`config.mk`:
```
export PLATFORM = sky130hd
export DESIGN_NAME = fechadura_ctrl
export DESIGN_NICKNAME = d
export VERILOG_FILES = /design/src/rtl/fechadura_ctrl.sv
export SDC_FILE = /design/constraint.sdc
export NUM_CORES = 1
export LEC_CHECK = 0
export CORE_ASPECT_RATIO = 0.7
export CORE_MARGIN = 2
export CORE_UTILIZATION = 40
export DETAILED_ROUTE_END_ITERATION = 10
export GPL_ROUTABILITY_DRIVEN = 0
export GPL_TIMING_DRIVEN = 0
export HOLD_SLACK_MARGIN = 0.1
export PLACE_DENSITY = 0.68
export SLEW_MARGIN = 20
export SYNTH_ARGS = -nofsm -noshare
export SYNTH_HDL_FRONTEND = slang
export SYNTH_SLANG_ARGS = --single-unit
```
`constraint.sdc`:
```
create_clock -name clk_i -period 12.01 [get_ports clk_i]
set_input_delay 1.201 -clock clk_i [delete_from_list [all_inputs] [get_ports clk_i]]
set_output_delay 1.201 -clock clk_i [all_outputs]
set_load 0.02 [all_outputs]
```
`src/rtl/fechadura_ctrl.sv`:
```
// Keypad door-lock sequencer: password check, bolt, auto-lock and door-open beep timers, lockout.
// Flat setup packet: {bip_ativado, bip_time[6:0], tranca_aut_time[6:0], master, senha_1..4}; passwords are 20 BCD nibbles, unused = 'hF.
module fechadura_ctrl #(
  parameter int CLK_HZ         = 1000,
  parameter int MAX_TENTATIVAS = 5,
  parameter int BLOQUEIO_S     = 30
) (
  input  logic         clk_i,
  input  logic         rst_i,
  input  logic [79:0]  digitos_value_i,
  input  logic         digitos_valid_i,
  input  logic         botao_interno_i,
  input  logic         sensor_porta_i,
  input  logic [414:0] data_setup_new_i,
  input  logic         data_setup_ok_i,
  output logic         setup_on_o,
  output logic         tranca_o,
  output logic         bip_o,
  output logic         teclado_en_o,
  output logic         display_en_o,
  output logic [23:0]  bcd_pac_o
);

  localparam logic [2:0] TRANCADA      = 3'd0;
  localparam logic [2:0] BLOQUEADA     = 3'd1;
  localparam logic [2:0] DESTR_FECHADA = 3'd2;
  localparam logic [2:0] PORTA_ABERTA  = 3'd3;
  localparam logic [2:0] SETUP         = 3'd4;

  localparam int         PW          = (CLK_HZ > 1) ? $clog2(CLK_HZ) : 1;
  localparam logic [PW-1:0] PRESC_TC = PW'(CLK_HZ - 1);
  localparam logic [6:0] BLOQ_S      = 7'(BLOQUEIO_S);
  localparam logic [3:0] MAX_TENT    = 4'(MAX_TENTATIVAS);
  localparam logic [79:0] SENHA_VAZIA      = {20{4'hF}};
  localparam logic [79:0] SENHA_MASTER_RST = {{16{4'hF}}, 16'h1234};

  logic [2:0]       state_q, state_d;
  logic [3:0]       tent_q, tent_d;
  logic             bip_q, bip_d;
  logic [PW-1:0]    presc_q;
  logic [6:0]       sec_q;
  logic             cfg_bip_at_q;
  logic [6:0]       cfg_bip_time_q, cfg_aut_time_q;
  logic [79:0]      cfg_master_q;
  logic [3:0][79:0] cfg_senha_q;

  logic       tick, fim_aut, fim_bip, fim_bloq;
  logic       entrada_ok, eh_master, match;
  logic [6:0] sec_prox;

  function automatic logic [7:0] bcd2(input logic [6:0] v);
    bcd2 = {4'(v / 7'd10), 4'(v % 7'd10)};
  endfunction

  assign tick     = (presc_q == PRESC_TC);
  assign sec_prox = sec_q + 7'd1;
  // Timer N fires on the N-th tick after entry, i.e. N*CLK_HZ cycles later.
  assign fim_aut  = tick && (sec_prox == cfg_aut_time_q);
  assign fim_bip  = tick && (sec_prox == cfg_bip_time_q);
  assign fim_bloq = tick && (sec_prox == BLOQ_S);

  always_comb begin
    entrada_ok = digitos_valid_i && (digitos_value_i != SENHA_VAZIA);
    eh_master  = (cfg_master_q != SENHA_VAZIA) && (digitos_value_i == cfg_master_q);
    match      = eh_master;
    for (int i = 0; i < 4; i++) begin
      if (cfg_senha_q[i] != SENHA_VAZIA && digitos_value_i == cfg_senha_q[i]) match = 1'b1;
    end
  end

  always_comb begin
    state_d = state_q;
    tent_d  = tent_q;
    bip_d   = 1'b0;
    case (state_q)
      TRANCADA: begin
        if (botao_interno_i) begin
          state_d = DESTR_FECHADA;
        end else if (entrada_ok) begin
          if (match) begin
            state_d = DESTR_FECHADA;
            tent_d  = 4'd0;
          end else if (tent_q + 4'd1 == MAX_TENT) begin
            state_d = BLOQUEADA;
            tent_d  = 4'd0;
          end else begin
            tent_d = tent_q + 4'd1;
          end
        end
        if (state_d == TRANCADA) bip_d = !sensor_porta_i;
      end
      BLOQUEADA: begin
        if (fim_bloq)             state_d = TRANCADA;
        else if (botao_interno_i) state_d = DESTR_FECHADA;
      end
      DESTR_FECHADA: begin
        if (!sensor_porta_i)                   state_d = PORTA_ABERTA;
        else if (botao_interno_i || fim_aut)   state_d = TRANCADA;
        else if (entrada_ok && eh_master)      state_d = SETUP;
      end
      PORTA_ABERTA: begin
        if (sensor_porta_i) state_d = DESTR_FECHADA;
        else                bip_d   = bip_q | (fim_bip & cfg_bip_at_q);
      end
      SETUP: begin
        if (data_setup_ok_i) state_d = DESTR_FECHADA;
      end
      default: state_d = TRANCADA;
    endcase
  end

  always_ff @(posedge clk_i or posedge rst_i) begin
    if (rst_i) begin
      state_q        <= TRANCADA;
      tent_q         <= 4'd0;
      bip_q          <= 1'b0;
      presc_q        <= '0;
      sec_q          <= 7'd0;
      cfg_bip_at_q   <= 1'b1;
      cfg_bip_time_q <= 7'd5;
      cfg_aut_time_q <= 7'd5;
      cfg_master_q   <= SENHA_MASTER_RST;
      cfg_senha_q    <= {4{SENHA_VAZIA}};
    end else begin
      state_q <= state_d;
      tent_q  <= tent_d;
      bip_q   <= bip_d;
      if (state_d != state_q) begin
        presc_q <= '0;
        sec_q   <= 7'd0;
      end else if (tick) begin
        presc_q <= '0;
        sec_q   <= sec_prox;
      end else begin
        presc_q <= presc_q + PW'(1);
      end
      if (state_q == SETUP && data_setup_ok_i) begin
        cfg_bip_at_q   <= data_setup_new_i[414];
        cfg_bip_time_q <= data_setup_new_i[413:407];
        cfg_aut_time_q <= data_setup_new_i[406:400];
        cfg_master_q   <= data_setup_new_i[399:320];
        cfg_senha_q    <= data_setup_new_i[319:0];
      end
    end
  end

  assign setup_on_o   = (state_q == SETUP);
  assign tranca_o     = (state_q == TRANCADA) || (state_q == BLOQUEADA);
  assign bip_o        = bip_q;
  assign teclado_en_o = (state_q != BLOQUEADA);
  assign display_en_o = (state_q == BLOQUEADA);
  assign bcd_pac_o    = (state_q == BLOQUEADA) ? {16'hBBBB, bcd2(BLOQ_S - sec_q)} : 24'hBBBBBB;

endmodule
```
==> summary.txt <==
Hold WC Path Type: flop to flop
Clk pwr share: 41.9%
CTS Buf Count: 46
Bufs on Longest Clock Path: 3
Comb pwr share: 15.9%
initial drt markers: 2,584
Buf/Inv on CP: 2
CORE AREA: 59,700 sq um
PortBufs: 433
critical path endpoint category: output pin
final core occ: 52.5%
crit path max-delay cell type: xnor2_1
CTS Hold Buffers Added: 0
Clock Skew: 0.0403 ns
Net Switching: 0.974 mW
Final setup viols: 0
Area Overhead vs Synth: 30.1%
worst path arrival time: 4.59 ns
DIE WIDTH: 297 um
RSZ-0062 raised after global routing: no
cts repair resizes: 0
CTS tree: done
grt total ovfl: 0
Power Internal: 2.62 mW
register share of total power: 42.2%
largest net degree at the start of global routing: 38
Final nets: 2,974
asr flop ratio synth: 100%
Die H: 209 um
initial antenna violation count: 11
I/O pins: 530
Slew Viols, Final: 0
Syn Std Cell Area: 24,100 sq um
Tot Pwr: 3.59 mW
Worst EP required: 10.81 ns
final hold viol count: 0
H-tree Lvls: 2
Post-CTS Setup Bufs: 0
wire per inst: 32.8 um
number of fill cells: 5,163
relative slew slack: 17.4%
multi-input logic area: 11,800 sq um
layout cell share with drive strength beyond 1: 42.4%
critical path peak fanout: 10
Yosys top cell area share: 43.0%
CP cell instances: ha_1, buf_2, xnor2_1, nor3b_2, o21ai_0, o221ai_1, a21oi_1, a31oi_1, o21bai_2, mux2_2, clkdlybuf4s50_1
clk_lat worst skew: 0.61 ns
most common cell after layout, fill and taps aside: clkdlybuf4s50_1
Max IR drop VDD: 0.0877 mV
vias per cell: 5.98
PD cells: 115 nW/um^2
aggregate negative setup slack: 0 ns
DP Area: 29,800 sq um
synth unique cells: 65
CP top delay family: compound AO/OA/AOI/OAI gates
Avg Cell Area, Syn: 12.3 sq um
final wirelength: 109,000 um
vias in the first global route: 19,991
Max Clock Freq: 173 MHz
max cap viols: 0
Yosys reg bits: 440
drt pass-1 iters: 6
vias: 19,781
post-synth top area cell: dfstp_2
Worst Max-Slew Pin Slew: 1.24 ns
Period minus WS final: 5.79 ns
first-pass GRT wire length: 149,000 um
leakage power: 11.6 nW
DR DRC count: 0
CTS clk-pin slew, worst paths: 0.06 ns
max incr delay on CP: 0.74 ns
# rows: 75
Routed Antenna Nets: 0
Reg area: 11,500 sq um
ys flop type: dfstp_2
crit path launch type: flop
Finished Cell Area: 31,300 sq um
Tot GR Track Use: 34.2%
most frequent cells in the layout: clkdlybuf4s50_1, mux2_2, xnor2_1, dfstp_2, nand4_1
top post-synthesis cells by area: dfstp_2, mux2_2, xnor2_1
sw frac: 27.1%
Yosys Warn Count: 0
Die ar.: 62,200 sq um
dpl hpwl: 82,400 um
sequential share of the synthesized area: 47.8%
Initial Util: 40.3%
Syn Inst Count: 1,957
EDFF count, synth: 0
outcome: finished, final reports clean
fin crit share: 48.2%
Clock Sinks: 440
root buffer cell: clkbuf_16
worst setup path class: flop to output pin
==> registers in the layout, summed over array words and instances (netlist names) <==
register / flops
cfg_aut_time_q: 7
presc_q: 10
cfg_bip_at_q: 1
state_q: 3
cfg_bip_time_q: 7
sec_q: 7
bip_o: 1
cfg_master_q: 80
cfg_senha_q: 320
tent_q: 4
==> path summary, 6_finish.rpt <==
check	from	end	slack (ns)	cells after the start
setup / recovery	sec_q[0]	bcd_pac_o[2]	6.22	11
hold / removal	presc_q[0]	presc_q[0]	0.51	1
setup reg to reg	state_q[0]	cfg_bip_time_q[6]	8.36	7
hold reg to reg	presc_q[0]	presc_q[0]	0.51	1
max in group asynchronous	rst_i	cfg_senha_q[251]	9.17	8
min in group asynchronous	rst_i	cfg_senha_q[11]	1.38	2
==> layout make-up <==
| type | instances | area share, % |
|---|---|---|
| multi-input combinational | 1365 | 37.6 |
| antenna | 2 | 0.0160 |
| tap | 808 | 3.23 |
| sequential | 440 | 36.7 |
| timing repair buffer | 447 | 14.8 |
| inverter | 13 | 0.168 |
| buffer | 153 | 2.56 |
| clock buffer | 60 | 4.04 |
| clock inverter | 21 | 0.879 |
==> cells in the mapped netlist, drive strengths merged, types with 2 or more instances <==
master  number
ha           7
xor2        42
or2          3
nor3b        2
a211oi       6
a31o         2
xor3         2
clkbuf      13
and3         6
nand2       32
a21oi       11
o21a         2
nand3       22
mux2i        5
nor2        27
a221oi       2
o211ai       6
conb         2
mux2       416
inv         13
a31oi        5
nand4      216
nor2b        3
buf        140
o31ai        2
dfrtp       46
o22ai        3
nor3        20
nand2b       4
nor4        70
dfstp      394
xnor3        2
o21ai       18
xnor2      394
or4          2
and2         3
==> per-layer routing <==
metal  GRT usage [%]  vias up  wire, um
met5               0        -        45
met4            16.0        4      5790
met3            14.5      353     14600
met2            50.7     1491     46300
met1            43.2     9936     41900
li1                -     7997         -
==> cell families after synthesis <==
kind of cell	share of synthesized area (%)
xor gates and xnor gates	16.2
other	0.0312
DFF	47.8
adders and majority gates	0.364
AOI/OAI and AO/OA	1.98
and+or+nand+nor	10.4
buffers and inverters	3.52
muxes	19.7
==> through the flow <==
step / cells / hold WS, ns / setup WS, ns
2_1_floorplan: 1971 / 0.467 / 5.19
3_3_place_gp: 3212 / 0.488 / 2.51
3_5_place_dp: 3226 / 0.499 / 7.01
4_1_cts: 3307 / 0.507 / 6.36
5_1_grt: 3307 / 0.537 / 6.10
6_report: 3309 / 0.513 / 6.22
==> worst reg2reg max path, cell delays in order, from the launching register on <==
cell,delay (ns)
dfrtp_1,0.36
clkbuf_1,0.20
nor3b_1,0.46
and2_1,0.25
clkbuf_1,0.78
clkbuf_1,0.61
buf_2,0.48
mux2_2,0.39
==> power by group through the flow <==
| stage | Sequential, mW | Combinational, mW | Clock (mW) |
|---|---|---|---|
| 2_1_floorplan | 1.53 | 0.235 | 0 |
| 3_3_place_gp | 1.53 | 0.534 | 0 |
| 3_5_place_dp | 1.53 | 0.551 | 0 |
| 4_1_cts | 1.51 | 0.553 | 1.52 |
| 5_1_grt | 1.51 | 0.585 | 1.58 |
| 6_report | 1.51 | 0.572 | 1.50 |
(Power assumes the default switching activity.)
==> variant: new RTL, config.mk and constraints unchanged <==
Add an input register stage for `digitos_value_i`, `digitos_valid_i`, `botao_interno_i`, `sensor_porta_i`, `data_setup_new_i` and `data_setup_ok_i`, without a reset; this delays them by one clock.
--- a/src/rtl/fechadura_ctrl.sv
+++ b/src/rtl/fechadura_ctrl.sv
@@ -35,4 +35,20 @@
   localparam logic [79:0] SENHA_MASTER_RST = {{16{4'hF}}, 16'h1234};
 
+  logic [79:0] digitos_value_q;
+  logic digitos_valid_q;
+  logic botao_interno_q;
+  logic sensor_porta_q;
+  logic [414:0] data_setup_new_q;
+  logic data_setup_ok_q;
+
+  always_ff @(posedge clk_i) begin
+    digitos_value_q  <= digitos_value_i;
+    digitos_valid_q  <= digitos_valid_i;
+    botao_interno_q  <= botao_interno_i;
+    sensor_porta_q   <= sensor_porta_i;
+    data_setup_new_q <= data_setup_new_i;
+    data_setup_ok_q  <= data_setup_ok_i;
+  end
+
   logic [2:0]       state_q, state_d;
   logic [3:0]       tent_q, tent_d;
@@ -61,9 +77,9 @@
 
   always_comb begin
-    entrada_ok = digitos_valid_i && (digitos_value_i != SENHA_VAZIA);
-    eh_master  = (cfg_master_q != SENHA_VAZIA) && (digitos_value_i == cfg_master_q);
+    entrada_ok = digitos_valid_q && (digitos_value_q != SENHA_VAZIA);
+    eh_master  = (cfg_master_q != SENHA_VAZIA) && (digitos_value_q == cfg_master_q);
     match      = eh_master;
     for (int i = 0; i < 4; i++) begin
-      if (cfg_senha_q[i] != SENHA_VAZIA && digitos_value_i == cfg_senha_q[i]) match = 1'b1;
+      if (cfg_senha_q[i] != SENHA_VAZIA && digitos_value_q == cfg_senha_q[i]) match = 1'b1;
     end
   end
@@ -75,5 +91,5 @@
     case (state_q)
       TRANCADA: begin
-        if (botao_interno_i) begin
+        if (botao_interno_q) begin
           state_d = DESTR_FECHADA;
         end else if (entrada_ok) begin
@@ -88,21 +104,21 @@
           end
         end
-        if (state_d == TRANCADA) bip_d = !sensor_porta_i;
+        if (state_d == TRANCADA) bip_d = !sensor_porta_q;
       end
       BLOQUEADA: begin
         if (fim_bloq)             state_d = TRANCADA;
-        else if (botao_interno_i) state_d = DESTR_FECHADA;
+        else if (botao_interno_q) state_d = DESTR_FECHADA;
       end
       DESTR_FECHADA: begin
-        if (!sensor_porta_i)                   state_d = PORTA_ABERTA;
-        else if (botao_interno_i || fim_aut)   state_d = TRANCADA;
+        if (!sensor_porta_q)                   state_d = PORTA_ABERTA;
+        else if (botao_interno_q || fim_aut)   state_d = TRANCADA;
         else if (entrada_ok && eh_master)      state_d = SETUP;
       end
       PORTA_ABERTA: begin
-        if (sensor_porta_i) state_d = DESTR_FECHADA;
+        if (sensor_porta_q) state_d = DESTR_FECHADA;
         else                bip_d   = bip_q | (fim_bip & cfg_bip_at_q);
       end
       SETUP: begin
-        if (data_setup_ok_i) state_d = DESTR_FECHADA;
+        if (data_setup_ok_q) state_d = DESTR_FECHADA;
       end
       default: state_d = TRANCADA;
@@ -135,10 +151,10 @@
         presc_q <= presc_q + PW'(1);
       end
-      if (state_q == SETUP && data_setup_ok_i) begin
-        cfg_bip_at_q   <= data_setup_new_i[414];
-        cfg_bip_time_q <= data_setup_new_i[413:407];
-        cfg_aut_time_q <= data_setup_new_i[406:400];
-        cfg_master_q   <= data_setup_new_i[399:320];
-        cfg_senha_q    <= data_setup_new_i[319:0];
+      if (state_q == SETUP && data_setup_ok_q) begin
+        cfg_bip_at_q   <= data_setup_new_q[414];
+        cfg_bip_time_q <= data_setup_new_q[413:407];
+        cfg_aut_time_q <= data_setup_new_q[406:400];
+        cfg_master_q   <= data_setup_new_q[399:320];
+        cfg_senha_q    <= data_setup_new_q[319:0];
       end
     end
Function: changed (a bounded check fails within 4 cycles, from zero or initial values and one cycle with rst_i high).
==> variant against the original RTL <==
- sequential cell count increased by 499
- routed wire length grew 19%
- core utilization shrank 0.24 points
- die area is 41% higher
- design area grew 41%
- combinational power down 2%
- synthesized area increased by 42%
- clock power grew 95%
- setup slack better by 0.15 ns
- register-to-register slack worse by 0.62 ns
- power rose by 89%
- critical endpoint unchanged
- largest cell class is now flip-flops and latches
- largest power group unchanged
==> variant: results <==
[global_route]
number_of_global_route_vias_before_repair = 24200
grt_max_degree = 36
grt_antenna_before_repair = 14
grt_first_pass_wirelength_um = 178000
grt_util_all_layers_pct = 29.0

[power_and_ir_drop]
irDropWorstVdd_mv = 0.109
power_frac_comb_pct = 8.3
total_leakage_power_nw = 17.5

[worst_hold_path]
min_path_cells = 2

[clocking]
clk_latency_ns = 0.68
clkSinkCount = 939
cts_inserted_buffers = 89

[routing]
vias = 25000
drt_pass1_iterations = 7
met3RoutedLength_um = 17600
number_of_design_rule_violations_left_by_the_first_detailed_router_iteration = 2644
routed_wirelength_um = 129000
post_drt_wl_per_cell_um = 27.3

[finish]
area_share_nonclk_buffers_pct = 14.4
signal_buffers = 706
largest_register = "data_setup_new_q"
fillers = 7291
multi_input_area_share_pct = 26.5
antennaDiodeCount = 5
finish.net_count = 4028
multi_input_gate_area_in_the_final_layout_sq_mm = 0.0117
final-seq-area_sq_mm = 0.0215

[place]
placement.setup.worst_slack_ns = 7.16
dp_hpwl_um = 94800
io_buffers = 513
placedCellCount = 4566

[setup_path]
reg2reg_depth = 10
timing.critical_path.fanout_max = 6
cp_slowest_stage_delay_ns = 0.65
crit_path_top_delay_cell = "sky130_fd_sc_hd__clkdlybuf4s50_1"

[synthesis]
share_of_synthesized_flip_flops_with_an_asynchronous_set_or_reset_pct = 46.9
yosys_most_used_dff = "sky130_fd_sc_hd__dfxtp_1"
part_of_the_yosys_area_used_for_sequential_elements_pct = 63.1
netlist_top_cells_count = "sky130_fd_sc_hd__nand2_1, sky130_fd_sc_hd__dfxtp_1, sky130_fd_sc_hd__dfstp_2"

[sta]
fin_skew_ns = 0.0314
timing.final.crit_period_ns = 5.65

[status]
run_status = "finished, final reports clean"
variant: worst paths after layout:
kind	start	endpoint	slack (ns)
worst min register to register	data_setup_new_q[358]	cfg_master_q[38]	0.37
worst max-delay path	sec_q[1]	bcd_pac_o[2]	6.36
worst max register to register	digitos_value_q[35]	sec_q[1]	7.74
min in group asynchronous	rst_i	cfg_master_q[29]	1.01
worst min-delay path	data_setup_new_q[358]	cfg_master_q[38]	0.37
max in group asynchronous	rst_i	cfg_senha_q[232]	9.50
variant: cells by family (layout without fill, tap and decap cells):
family                     count (synthesis)  count (layout)  synth area share, %
and+or+nand+nor                         1003            1003                 13.6
DFF                                      939             939                 63.1
xor gates and xnor gates                 434             434                 11.3
muxes                                    211             211                 6.97
buffers and inverters                    201             896                 2.81
AOI/OAI and AO/OA                         88              88                 1.95
adders and majority gates                  9               9                0.316
other                                      2              21               0.0220
